File: config.mk
export PLATFORM = sky130hd
export DESIGN_NAME = checkout_scheduler
export DESIGN_NICKNAME = d
export VERILOG_FILES = /design/src/rtl/checkout_scheduler_pkg.sv /design/src/rtl/checkout_scheduler_rr_arbiter.sv /design/src/rtl/checkout_scheduler.sv
export SDC_FILE = /design/constraint.sdc
export NUM_CORES = 1
export LEC_CHECK = 0
export BUFFER_PORTS_ARGS = -buffer_cell sky130_fd_sc_hd__buf_2
export CAP_MARGIN = 20
export CORE_AREA = 2 2 90 66
export DETAILED_ROUTE_END_ITERATION = 12
export DIE_AREA = 0 0 92 68
export PLACE_DENSITY = 0.65
export SYNTH_ARGS = -nofsm -noshare
export SYNTH_HDL_FRONTEND = slang
export SYNTH_SLANG_ARGS = --single-unit
File: constraint.sdc
create_clock -name clock -period 2.4 [get_ports clock]
set_clock_uncertainty 0.05 [all_clocks]
set_input_delay 0.48 -clock clock [delete_from_list [all_inputs] [get_ports clock]]
set_output_delay 0.48 -clock clock [all_outputs]
set_load 0.02 [all_outputs]
File: src/rtl/checkout_scheduler_pkg.sv
// Shared definitions for the checkout scheduler: FSM state encoding and
// the size codes carried from each spot to the fare datapath.
package checkout_scheduler_pkg;

    typedef enum logic [2:0] {
        CLEAR   = 3'd0,
        IDLE    = 3'd1,
        LOAD    = 3'd2,
        COLLECT = 3'd3,
        RELEASE = 3'd4,
        ABORT   = 3'd5
    } state_t;

    localparam logic [1:0] SIZE_SMALL  = 2'b10;
    localparam logic [1:0] SIZE_MEDIUM = 2'b01;
    localparam logic [1:0] SIZE_LARGE  = 2'b11;

endpackage

File: src/rtl/checkout_scheduler_rr_arbiter.sv
// Combinational round-robin picker: finds the first set request bit
// searching upward, with wrap, starting one past the last served spot.
module rr_arbiter #(
    parameter int N_SPOTS = 4,
    parameter int ID_W    = $clog2(N_SPOTS)
) (
    input  logic [N_SPOTS-1:0] req,
    input  logic [ID_W-1:0]    rr_ptr,
    output logic               found,
    output logic [ID_W-1:0]    pick_id
);

    // Walk distances from farthest to nearest so the nearest hit wins.
    always_comb begin
        found   = 1'b0;
        pick_id = '0;
        for (int i = N_SPOTS; i >= 1; i--) begin
            for (int j = 0; j < N_SPOTS; j++) begin
                if (req[j] && ((int'(rr_ptr) + i) % N_SPOTS) == j) begin
                    found   = 1'b1;
                    pick_id = ID_W'(j);
                end
            end
        end
    end

endmodule

File: src/rtl/checkout_scheduler.sv
// Shares one fare/payment datapath among several parking spots: picks a
// spot round-robin, steers its data to the datapath and sequences payment.
module checkout_scheduler
    import checkout_scheduler_pkg::*;
#(
    parameter int N_SPOTS        = 4,
    parameter int ID_W           = $clog2(N_SPOTS),
    parameter int TIMEOUT_CYCLES = 1000
) (
    input  logic                 clock,
    input  logic                 resetn,
    input  logic [N_SPOTS-1:0]   req,
    input  logic [9*N_SPOTS-1:0] spot_start,
    input  logic [9*N_SPOTS-1:0] spot_final,
    input  logic [2*N_SPOTS-1:0] spot_size,
    input  logic                 leave,
    output logic [8:0]           sel_start,
    output logic [8:0]           sel_final,
    output logic [1:0]           sel_size,
    output logic                 calculate_fare,
    output logic                 receiving,
    output logic                 resetting,
    output logic [N_SPOTS-1:0]   grant,
    output logic                 busy,
    output logic                 done,
    output logic                 abort,
    output logic [ID_W-1:0]      done_id
);

    localparam int              CNT_W    = $clog2(TIMEOUT_CYCLES);
    localparam logic [CNT_W-1:0] CNT_LAST = CNT_W'(TIMEOUT_CYCLES - 1);

    state_t            state_q, state_d;
    logic [ID_W-1:0]   gnt_id_q, gnt_id_d;
    logic [ID_W-1:0]   rr_ptr_q, rr_ptr_d;
    logic [CNT_W-1:0]  cnt_q, cnt_d;
    logic              found;
    logic [ID_W-1:0]   pick_id;
    logic              gnt_req;
    logic              active;

    rr_arbiter #(
        .N_SPOTS (N_SPOTS),
        .ID_W    (ID_W)
    ) u_arbiter (
        .req     (req),
        .rr_ptr  (rr_ptr_q),
        .found   (found),
        .pick_id (pick_id)
    );

    // rr_ptr resets to the top spot so spot 0 is first in line.
    always_ff @(posedge clock or negedge resetn) begin
        if (!resetn) begin
            state_q  <= CLEAR;
            gnt_id_q <= '0;
            rr_ptr_q <= ID_W'(N_SPOTS - 1);
            cnt_q    <= '0;
        end else begin
            state_q  <= state_d;
            gnt_id_q <= gnt_id_d;
            rr_ptr_q <= rr_ptr_d;
            cnt_q    <= cnt_d;
        end
    end

    always_comb begin
        gnt_req = 1'b0;
        for (int j = 0; j < N_SPOTS; j++) begin
            if (gnt_id_q == ID_W'(j)) gnt_req = req[j];
        end
    end

    // Leaving beats withdrawal, which beats the timeout.
    always_comb begin
        state_d  = state_q;
        gnt_id_d = gnt_id_q;
        rr_ptr_d = rr_ptr_q;
        cnt_d    = cnt_q;
        case (state_q)
            CLEAR: state_d = IDLE;
            IDLE: begin
                if (found) begin
                    gnt_id_d = pick_id;
                    state_d  = LOAD;
                end
            end
            LOAD: begin
                cnt_d   = '0;
                state_d = COLLECT;
            end
            COLLECT: begin
                cnt_d = (cnt_q == CNT_LAST) ? cnt_q : cnt_q + 1'b1;
                if (leave)                 state_d = RELEASE;
                else if (!gnt_req)         state_d = ABORT;
                else if (cnt_q == CNT_LAST) state_d = ABORT;
            end
            RELEASE, ABORT: begin
                rr_ptr_d = gnt_id_q;
                state_d  = IDLE;
            end
            default: state_d = CLEAR;
        endcase
    end

    always_comb begin
        active         = state_q inside {LOAD, COLLECT, RELEASE, ABORT};
        grant          = '0;
        sel_start      = '0;
        sel_final      = '0;
        sel_size       = '0;
        for (int j = 0; j < N_SPOTS; j++) begin
            if (active && gnt_id_q == ID_W'(j)) begin
                grant[j]  = 1'b1;
                sel_start = spot_start[9*j +: 9];
                sel_final = spot_final[9*j +: 9];
                sel_size  = spot_size[2*j +: 2];
            end
        end
        done_id        = active ? gnt_id_q : '0;
        busy           = active;
        calculate_fare = (state_q == LOAD) || (state_q == COLLECT);
        receiving      = (state_q == COLLECT);
        resetting      = state_q inside {CLEAR, RELEASE, ABORT};
        done           = (state_q == RELEASE);
        abort          = (state_q == ABORT);
    end

endmodule

==> impl_metrics.tcl, run 1 <==
set metrics [dict create \
    drtIter0Drc 78 \
    grt.total_usage_pct 15.3 \
    r2r_start "state_q[0]$_DFFE_PN0P_" \
    place_congestion 0.819 \
    clk_latency_ns 0.26 \
    ys_seq_area_share_pct 24.7 \
    reg2reg_depth 3 \
    path_class "reg -> out" \
    synth-seq-cells 17 \
    ios 119 \
    first_pass_iters 4 \
    placed_area_sq_um 2390 \
    cellPowerDensity_nw_per_um2 1250 \
    synth-edff-count 0 \
    cts-buffers-inserted 3 \
    clk_path_buf_depth 2 \
    synth_largest_area_cell "mux4_2" \
    clock-sinks 17 \
    dieArea_sq_um 6260 \
    clk_pin_slew_ns 0.07 \
    ys_types 38 \
    holdWs_ns 0.0888 \
    drive_above_1_share_pct 54.8 \
    io_buffers 118 \
    ys_warn_count 0 \
    ys_top_cells_by_area "mux4_2, dfrtp_1, and2_1" \
    arrival_ns 1.80 \
    finalPower_uw 3060 \
    hpwl_mm 4.34 \
    vdd_ir_drop_max_mv 0.814 \
    multiInputGateArea_sq_um 1210 \
    holdBufCountCts 0 \
    num_vias 1826 \
    area_delta_synth_final_pct 41.5 \
    fp.dieW_um 92 \
    rr_endpoint "gnt_id_q[1]$_DFFE_PN0P_" \
    ys_async_sr_fraction_pct 100 \
    fin_tns_setup_ns 0 \
    syn_area_sq_um 1730 \
    initial_core_util_pct 31.7 \
    avgRoutedWirePerCell_um 15.1 \
    tightest_slew_ns 0.536 \
    grt_first_pass_wirelength_mm 7.58 \
    synth_flop_cell "dfrtp_1" \
    crit_fanout 11 \
    cts_root_buf "clkbuf_8" \
    cp-end-kind "output port" \
    fp.coreArea_sq_um 5470 \
    std_cell_rows 23 \
    register_area_sq_um 428 \
    p_leak_uw 0.00116 \
    fmax_mhz 429 \
    slew_viol_final 0 \
    diodes 0 \
    rsz0062_at_grt "no" \
    final_nets 382 \
    synth_nets 268 \
    outcome "complete, no violations" \
    htree_num_levels 1 \
    die_h_um 68 \
    avgSynthCellArea_sq_um 9.78 \
    required_ns 1.87 \
    fin_crit_ns 2.33 \
    final_area_sq_um 2450 \
    relSlewSlack_pct 63.9 \
    grt_pass1_vias 1496 \
    final_util_pct 44.8 \
    synth_common_cells "and2_1, mux4_2, nand2_1, dfrtp_1, nor2_1" \
    hold_viol_final 0 \
    finalSetupViolations 0 \
    tritoncts "done" \
    fin_crit_sh_pct 97.2 \
    postSynthCellCount 177 \
    grt-ovfl-total 0 \
    cp-start-kind "flip-flop" \
    fillers 538 \
    hold_path_class "in -> async" \
    wirelength_mm 5.50 \
    rrSetupSlack_ns 0.65 \
    drtAntennaViolNets 0 \
    route.detailed.drc 0 \
    grt_max_degree 28 \
    maxCapViolCount 0 \
    antenna_found_initial 0 \
    via_per_inst 5.00 \
    post_cts_buffers 0 \
    synth_top_cell_area_share_pct 27.3 \
]
## routing by layer
metal,vias to the layer above,wire length (um),global-route usage [%]
met3,2,237,2.75
li1,881,-,-
met2,57,2610,21.8
met5,-,0,0
met4,0,17,1.68
met1,886,2630,24.6
## power by group
part | internal [uW] | switching, uW | leakage, uW
Combinational | 999 | 1320 | 0.000921
Sequential | 395 | 125 | 0.000215
Clock | 115 | 108 | 0.0000255
Total | 1510 | 1550 | 0.00116
## worst max-delay path, cell delays in order (launching register included)
cell and delay, ns:
dfrtp_1 0.47, ha_2 0.47, clkinvlp_4 0.24, and2_1 0.21, buf_2 0.15
## kinds of logic after synthesis
| logic type | synth area share, % |
|---|---|
| AND/OR/NAND/NOR | 26.6 |
| multiplexers | 30.9 |
| AO/OA/AOI/OAI | 9.39 |
| buffers and inverters | 5.49 |
| flip-flops | 24.7 |
| adder cells (fa/ha/maj) | 2.89 |
## registers in the layout (all words and copies together) (netlist names)
register  cells
gnt_id_q      2
rr_ptr_q      2
cnt_q        10
state_q       3
## how the worst max path moves through the flow
stage                            from            to  cells after the start
3_5_place_dp   state_q[2]$_DFFE_PN0P_  sel_final[2]                      4
6_report       state_q[2]$_DFFE_PN0P_  sel_final[2]                      4
4_1_cts        state_q[2]$_DFFE_PN0P_  sel_final[2]                      4
5_1_grt        state_q[2]$_DFFE_PN0P_  sel_final[2]                      4
2_1_floorplan  state_q[1]$_DFFE_PN0P_      grant[1]                      5
3_3_place_gp   state_q[2]$_DFFE_PN0P_   sel_size[0]                      4
## placed cells by master, fill, tap and decap left out, types with 2 or more instances in the layout
cell	Yosys	layout
dfrtp_1	15	15
nor4_1	5	5
ha_1	4	3
buf_2	4	118
clkinvlp_4	0	2
nand2b_1	2	2
mux2i_1	4	4
nor2_1	10	10
nor2b_1	5	5
and2_1	21	21
a21oi_1	8	8
nand3_1	3	3
nor3_1	7	7
dfstp_2	2	2
clkbuf_8	0	3
o21ai_0	7	7
mux4_2	21	21
o211ai_1	4	4
nand2_1	19	19
inv_1	7	6
mux2_2	2	2
nand4b_1	2	2
and3_1	2	2
buf_4	1	3
## timing repair
item / 4_1_cts / 5_1_grt
endpoints found under the setup margin: 0 / 20
gates resized for setup: 0 / 3
hold endpoints to repair: 0 / 0
## stage by stage
step / worst slack [ns] / instances
2_1_floorplan: 0.163 / 177
5_1_grt: 0.0201 / 365
3_3_place_gp: 0.386 / 360
6_report: 0.0669 / 365
4_1_cts: 0.0406 / 364
3_5_place_dp: 0.323 / 360
## cell type report
cell class / count / share of cell area, %
Clock buffer: 3 / 1.69
Clock inverter: 1 / 0.204
Inverter: 7 / 1.23
Multi-Input combinational cell: 139 / 49.4
Sequential cell: 17 / 17.5
Tap cell: 75 / 3.83
Timing Repair Buffer: 122 / 25.8
Timing Repair inverter: 1 / 0.306
(Power assumes the default switching activity.)
==> inputs of run 2 (changes only) <==
Settings changed: PLACE_DENSITY 0.65 to default.
==> run 2 against run 1 <==
  * Count of clock-buffer cells in the layout increased by 1
  * Via count increased by 0.82%
  * Flip-flop and latch count unchanged
  * Fmax increased by 1.4%
  * Largest cell class unchanged
==> impl_metrics.tcl, run 2 (same netlist as run 1, synthesis figures left out) <==
set metrics [dict create \
    cellPowerDensity_nw_per_um2 1260 \
    antenna_found_initial 0 \
    area_delta_synth_final_pct 42.2 \
    grt_first_pass_wirelength_mm 7.62 \
    met1Wirelength_mm 2.64 \
    drtIter0Drc 113 \
    cp-start-kind "flip-flop" \
    htree_num_levels 1 \
    num_vias 1841 \
    slowest_stage "ha_2" \
    p_leak_uw 0.00117 \
    fin_tns_setup_ns 0 \
    hpwl_mm 4.38 \
    drive_above_1_share_pct 54.9 \
    wl_met3_um 267 \
    cts_root_buf "clkbuf_8" \
    rrSetupSlack_ns 0.42 \
    tightest_slew_ns 0.561 \
    fillers 554 \
    top_layer "met4" \
    clk_latency_ns 0.25 \
    dp.cells 362 \
    slew_viol_final 0 \
    required_ns 1.87 \
    largest_registers "cnt_q x10, state_q x3" \
    hold_viol_final 0 \
    layout_common_cells "buf_2, and2_1, mux4_2" \
    fp.dieW_um 92 \
    crit_chain "inv_1, ha_2, clkinvlp_4, and2_1, buf_2" \
    cts-buffers-inserted 3 \
    grt_max_degree 28 \
    drtAntennaViolNets 0 \
    top_register "cnt_q" \
    relSlewSlack_pct 62.3 \
    layout_commonest_cell "buf_2" \
    layoutNonFillerInstCount 368 \
    largest_reg_flops 10 \
    path_class "reg -> out" \
    fp.coreArea_sq_um 5470 \
    r2r_start "state_q[0]$_DFFE_PN0P_" \
    met2_length_mm 2.66 \
    grt-ovfl-total 0 \
    final_nets 385 \
    vdd_ir_drop_max_mv 0.630 \
    maxCapViolCount 0 \
    fmax_mhz 435 \
    fin_crit_ns 2.30 \
    arrival_ns 1.77 \
    wirelength_mm 5.59 \
    reg2reg_depth 3 \
    post_cts_buffers 0 \
    initial_core_util_pct 31.7 \
    diodes 0 \
    grt_pass1_vias 1507 \
    finalSetupViolations 0 \
    dieArea_sq_um 6260 \
    outcome "complete, no violations" \
    tritoncts "done" \
    fin_crit_sh_pct 95.8 \
    rsz0062_at_grt "no" \
    avgRoutedWirePerCell_um 15.2 \
    hold_path_class "in -> async" \
    place_congestion 0.751 \
    clk_path_buf_depth 2 \
    die_h_um 68 \
    grt.total_usage_pct 15.3 \
    clk_pin_slew_ns 0.07 \
    io_buffers 118 \
    rr_endpoint "gnt_id_q[1]$_DFFE_PN0P_" \
    via_per_inst 5.00 \
    first_pass_iters 4 \
    cp-end-kind "output port" \
    cts_resized 0 \
    holdBufCountCts 0 \
    std_cell_rows 23 \
    route.detailed.drc 0 \
    ios 119 \
    slowest_delay_ns 0.46 \
    clock-sinks 17 \
    crit_fanout 11 \
]
## run 2: changes by cell type in the layout (fill, tap and decap cells not counted), sizes merged
cell / delta
clkinvlp: +1
clkbuf: +1
buf: +2
clkinv: -1
## run 2: worst max-delay path, delay by kind of cell, from the launching register on
family / cells / cell delay, ns
buffers and inverters: 3 / 0.49
adders and majority gates: 1 / 0.46
DFF: 1 / 0.35
and+or+nand+nor: 1 / 0.21
## run 2: worst max-delay path by stage
stage	slack, ns	to	from
after floorplan	0.16	grant[1]	state_q[1]$_DFFE_PN0P_
after global placement	0.38	sel_final[7]	gnt_id_q[0]$_DFFE_PN0P_
after detailed placement	0.36	sel_size[0]	state_q[1]$_DFFE_PN0P_
after CTS	0.07	sel_size[0]	state_q[1]$_DFFE_PN0P_
after global routing	0.0003	sel_start[5]	state_q[1]$_DFFE_PN0P_
final	0.10	sel_size[0]	state_q[1]$_DFFE_PN0P_
## run 2: where the power goes
part	leakage (uW)	total, uW	internal, uW	switching, uW
Combinational	0.000928	2380	1020	1360
Sequential	0.000215	505	396	109
Clock	0.0000228	220	118	102
Total	0.00117	3110	1530	1580
## run 2: area by class of cell
type	count	area [sq um]	area share (%)
Clock buffer	4	45.0	1.83
Timing Repair Buffer	124	639	26.0
Inverter	7	30.0	1.22
Multi-Input combinational cell	139	1210	49.2
Tap cell	75	93.8	3.81
Sequential cell	17	428	17.4
Timing Repair inverter	2	15.0	0.610
## run 2: routing by layer
metal  vias up  GRT usage [%]
met5         -              0
met4         0           2.24
met3         2           2.53
met2        51           23.2
met1       893           23.3
li1        895              -
## run 2: stage by stage
| step | hold slack [ns] | total power, uW | cell area, sq um | setup WS (ns) | utilization, % |
|---|---|---|---|---|---|
| 5_1_grt | 0.123 | 3370 | 2460 | 0.000295 | 45.0 |
| 2_1_floorplan | 0.134 | 2150 | 1730 | 0.163 | - |
| 4_1_cts | 0.104 | 3030 | 2440 | 0.0738 | 44.6 |
| 3_5_place_dp | 0.380 | 2800 | 2390 | 0.361 | 43.8 |
| 6_report | 0.0891 | 3110 | 2460 | 0.100 | 45.0 |
| 3_3_place_gp | 0.380 | 2780 | 2390 | 0.384 | 43.8 |
==> inputs of run 3 (changes only) <==
Settings changed: CAP_MARGIN 20 to 10, CELL_PAD_IN_SITES_DETAIL_PLACEMENT from default to 1, CELL_PAD_IN_SITES_GLOBAL_PLACEMENT from default to 1, CORE_AREA 2 2 90 66 to 2 2 96 70, DIE_AREA 0 0 92 68 to 0 0 98 72, PLACE_DENSITY_LB_ADDON from default to 0.1.
==> run 3 against run 2 <==
  * Core utilization shrank 4.7 points
  * Largest power group unchanged
  * Non-clock buffer count grew 1
  * Sequential power is 5.5% higher
  * Die area is 13% higher
  * Clock power shrank 3%
==> impl_metrics.tcl, run 3 (same netlist as run 1, synthesis figures left out) <==
set metrics [dict create \
    area_delta_synth_final_pct 42.1 \
    route.detailed.drc 0 \
    fin_crit_sh_pct 93.7 \
    power.net_switching_uw 1530 \
    layout_common_cells "buf_2, and2_1, mux4_2" \
    post_cts_buffers 0 \
    slowest_stage "mux4_2" \
    drtIter0Drc 55 \
    ios 119 \
    fp.coreArea_sq_um 6100 \
    maxCapViolCount 0 \
    cts_resized 0 \
    first_pass_iters 3 \
    fin_crit_ns 2.25 \
    hpwl_mm 4.74 \
    htree_num_levels 1 \
    top_register "cnt_q" \
    rsz0062_at_grt "no" \
    outcome "complete, no violations" \
    clk_pin_slew_ns 0.07 \
    die_h_um 72 \
    fin_ws_ns 0.150 \
    grt_first_pass_wirelength_mm 9.36 \
    pre_cts_ws_ns 0.401 \
    antenna_found_initial 0 \
    clk_path_buf_depth 2 \
    initial_core_util_pct 28.4 \
    finalSetupViolations 0 \
    swShare_pct 50.0 \
    dp.cells 366 \
    fp.dieW_um 98 \
    cts_root_buf "clkbuf_8" \
    largest_registers "cnt_q x10, state_q x3" \
    pwr-share-seq_pct 17.5 \
    wirelength_mm 5.79 \
    grt-ovfl-total 0 \
    arrival_ns 1.72 \
    layoutNonFillerInstCount 370 \
    power.internal_uw 1520 \
    tightest_slew_ns 0.616 \
    crit_chain "buf_4, mux4_2, and2_1, buf_2" \
    tritoncts "done" \
    diodes 0 \
    fin_tns_setup_ns 0 \
    clock-sinks 17 \
    layout_commonest_cell "buf_2" \
    clk_latency_ns 0.25 \
    cellPowerDensity_nw_per_um2 1240 \
    largest_reg_flops 10 \
    slew_viol_final 0 \
    power_frac_comb_pct 75.5 \
    hold_viol_final 0 \
    avgRoutedWirePerCell_um 15.6 \
    grt.total_usage_pct 16.2 \
    slowest_delay_ns 0.54 \
    hold_path_class "in -> async" \
    drive_above_1_share_pct 54.1 \
    drtAntennaViolNets 0 \
    via_per_inst 4.97 \
    crit_fanout 16 \
    cp-start-kind "flip-flop" \
    power_frac_clock_pct 7.0 \
    cp-end-kind "output port" \
    holdBufCountCts 0 \
    vdd_ir_drop_max_mv 0.554 \
    dieArea_sq_um 7060 \
    place_congestion 0.762 \
    fmax_mhz 445 \
    final_nets 384 \
    grt_pass1_vias 1805 \
    required_ns 1.87 \
    path_class "reg -> out" \
    io_buffers 118 \
    cts-buffers-inserted 3 \
    relSlewSlack_pct 58.9 \
    std_cell_rows 24 \
    num_vias 1840 \
    grt_max_degree 26 \
    p_leak_uw 0.00118 \
]
-- run 3: cell types whose count changed in the layout (fill, tap and decap cells not counted) --
cell | previous run | this run
inv_1 | 6 | 7
buf_12 | 0 | 1
buf_4 | 5 | 6
ha_1 | 3 | 4
clkinvlp_4 | 3 | 0
ha_2 | 1 | 0
buf_6 | 1 | 0
-- run 3: worst max-delay path, delay by kind of cell, from the launching register on --
family	cells	cell delay, ns
muxes	1	0.54
buffers and inverters	2	0.42
DFF	1	0.34
and+or+nand+nor	1	0.17
-- run 3: stage by stage --
stage	power, uW	utilization, %	hold slack, ns	area [sq um]
final	3050	40.4	0.0976	2460
after global routing	3320	40.4	0.134	2460
after CTS	3110	40.4	0.110	2460
after detailed placement	2870	39.6	0.384	2420
after global placement	2850	39.6	0.394	2420
after floorplan	2150	-	0.134	1730
-- run 3: layout make-up --
class / instances / area (sq um)
Fill cell: 741 / 3630
Sequential cell: 17 / 428
Clock buffer: 4 / 45.0
Timing Repair Buffer: 125 / 656
Tap cell: 78 / 97.6
Inverter: 7 / 26.3
Multi-Input combinational cell: 139 / 1210
-- run 3: routing by layer --
metal  track usage (%)  vias to the layer above  share of wire (%)
met4             0.926                        0               0.22
met1              23.2                      888                 45
met5                 0                        -                  0
li1                  -                      888                  -
met3              3.08                        2                6.2
met2              27.1                       62                 48
-- run 3: worst paths after layout --
kind | slack [ns] | from | endpoint | cells past startpoint
min | 0.1 | resetn | cnt_q[8]$_DFFE_PN0P_ | 1
max reg2reg | 0.42 | state_q[0]$_DFFE_PN0P_ | gnt_id_q[1]$_DFFE_PN0P_ | 4
max in group asynchronous | 1.88 | resetn | rr_ptr_q[0]$_DFFE_PN1P_ | 1
min in group clock | 0.46 | rr_ptr_q[0]$_DFFE_PN1P_ | rr_ptr_q[0]$_DFFE_PN1P_ | 2
max | 0.15 | gnt_id_q[0]$_DFFE_PN0P_ | sel_start[1] | 4
min reg2reg | 0.46 | rr_ptr_q[0]$_DFFE_PN1P_ | rr_ptr_q[0]$_DFFE_PN1P_ | 2
-- run 3: power groups by stage --
| stage | Clock (uW) | Sequential (uW) | Combinational, uW |
|---|---|---|---|
| finish | 214 | 533 | 2300 |
| global route | 241 | 556 | 2530 |
| CTS | 226 | 529 | 2350 |
| detailed placement | 0 | 535 | 2340 |
| global placement | 0 | 534 | 2310 |
| floorplan | 0 | 463 | 1690 |
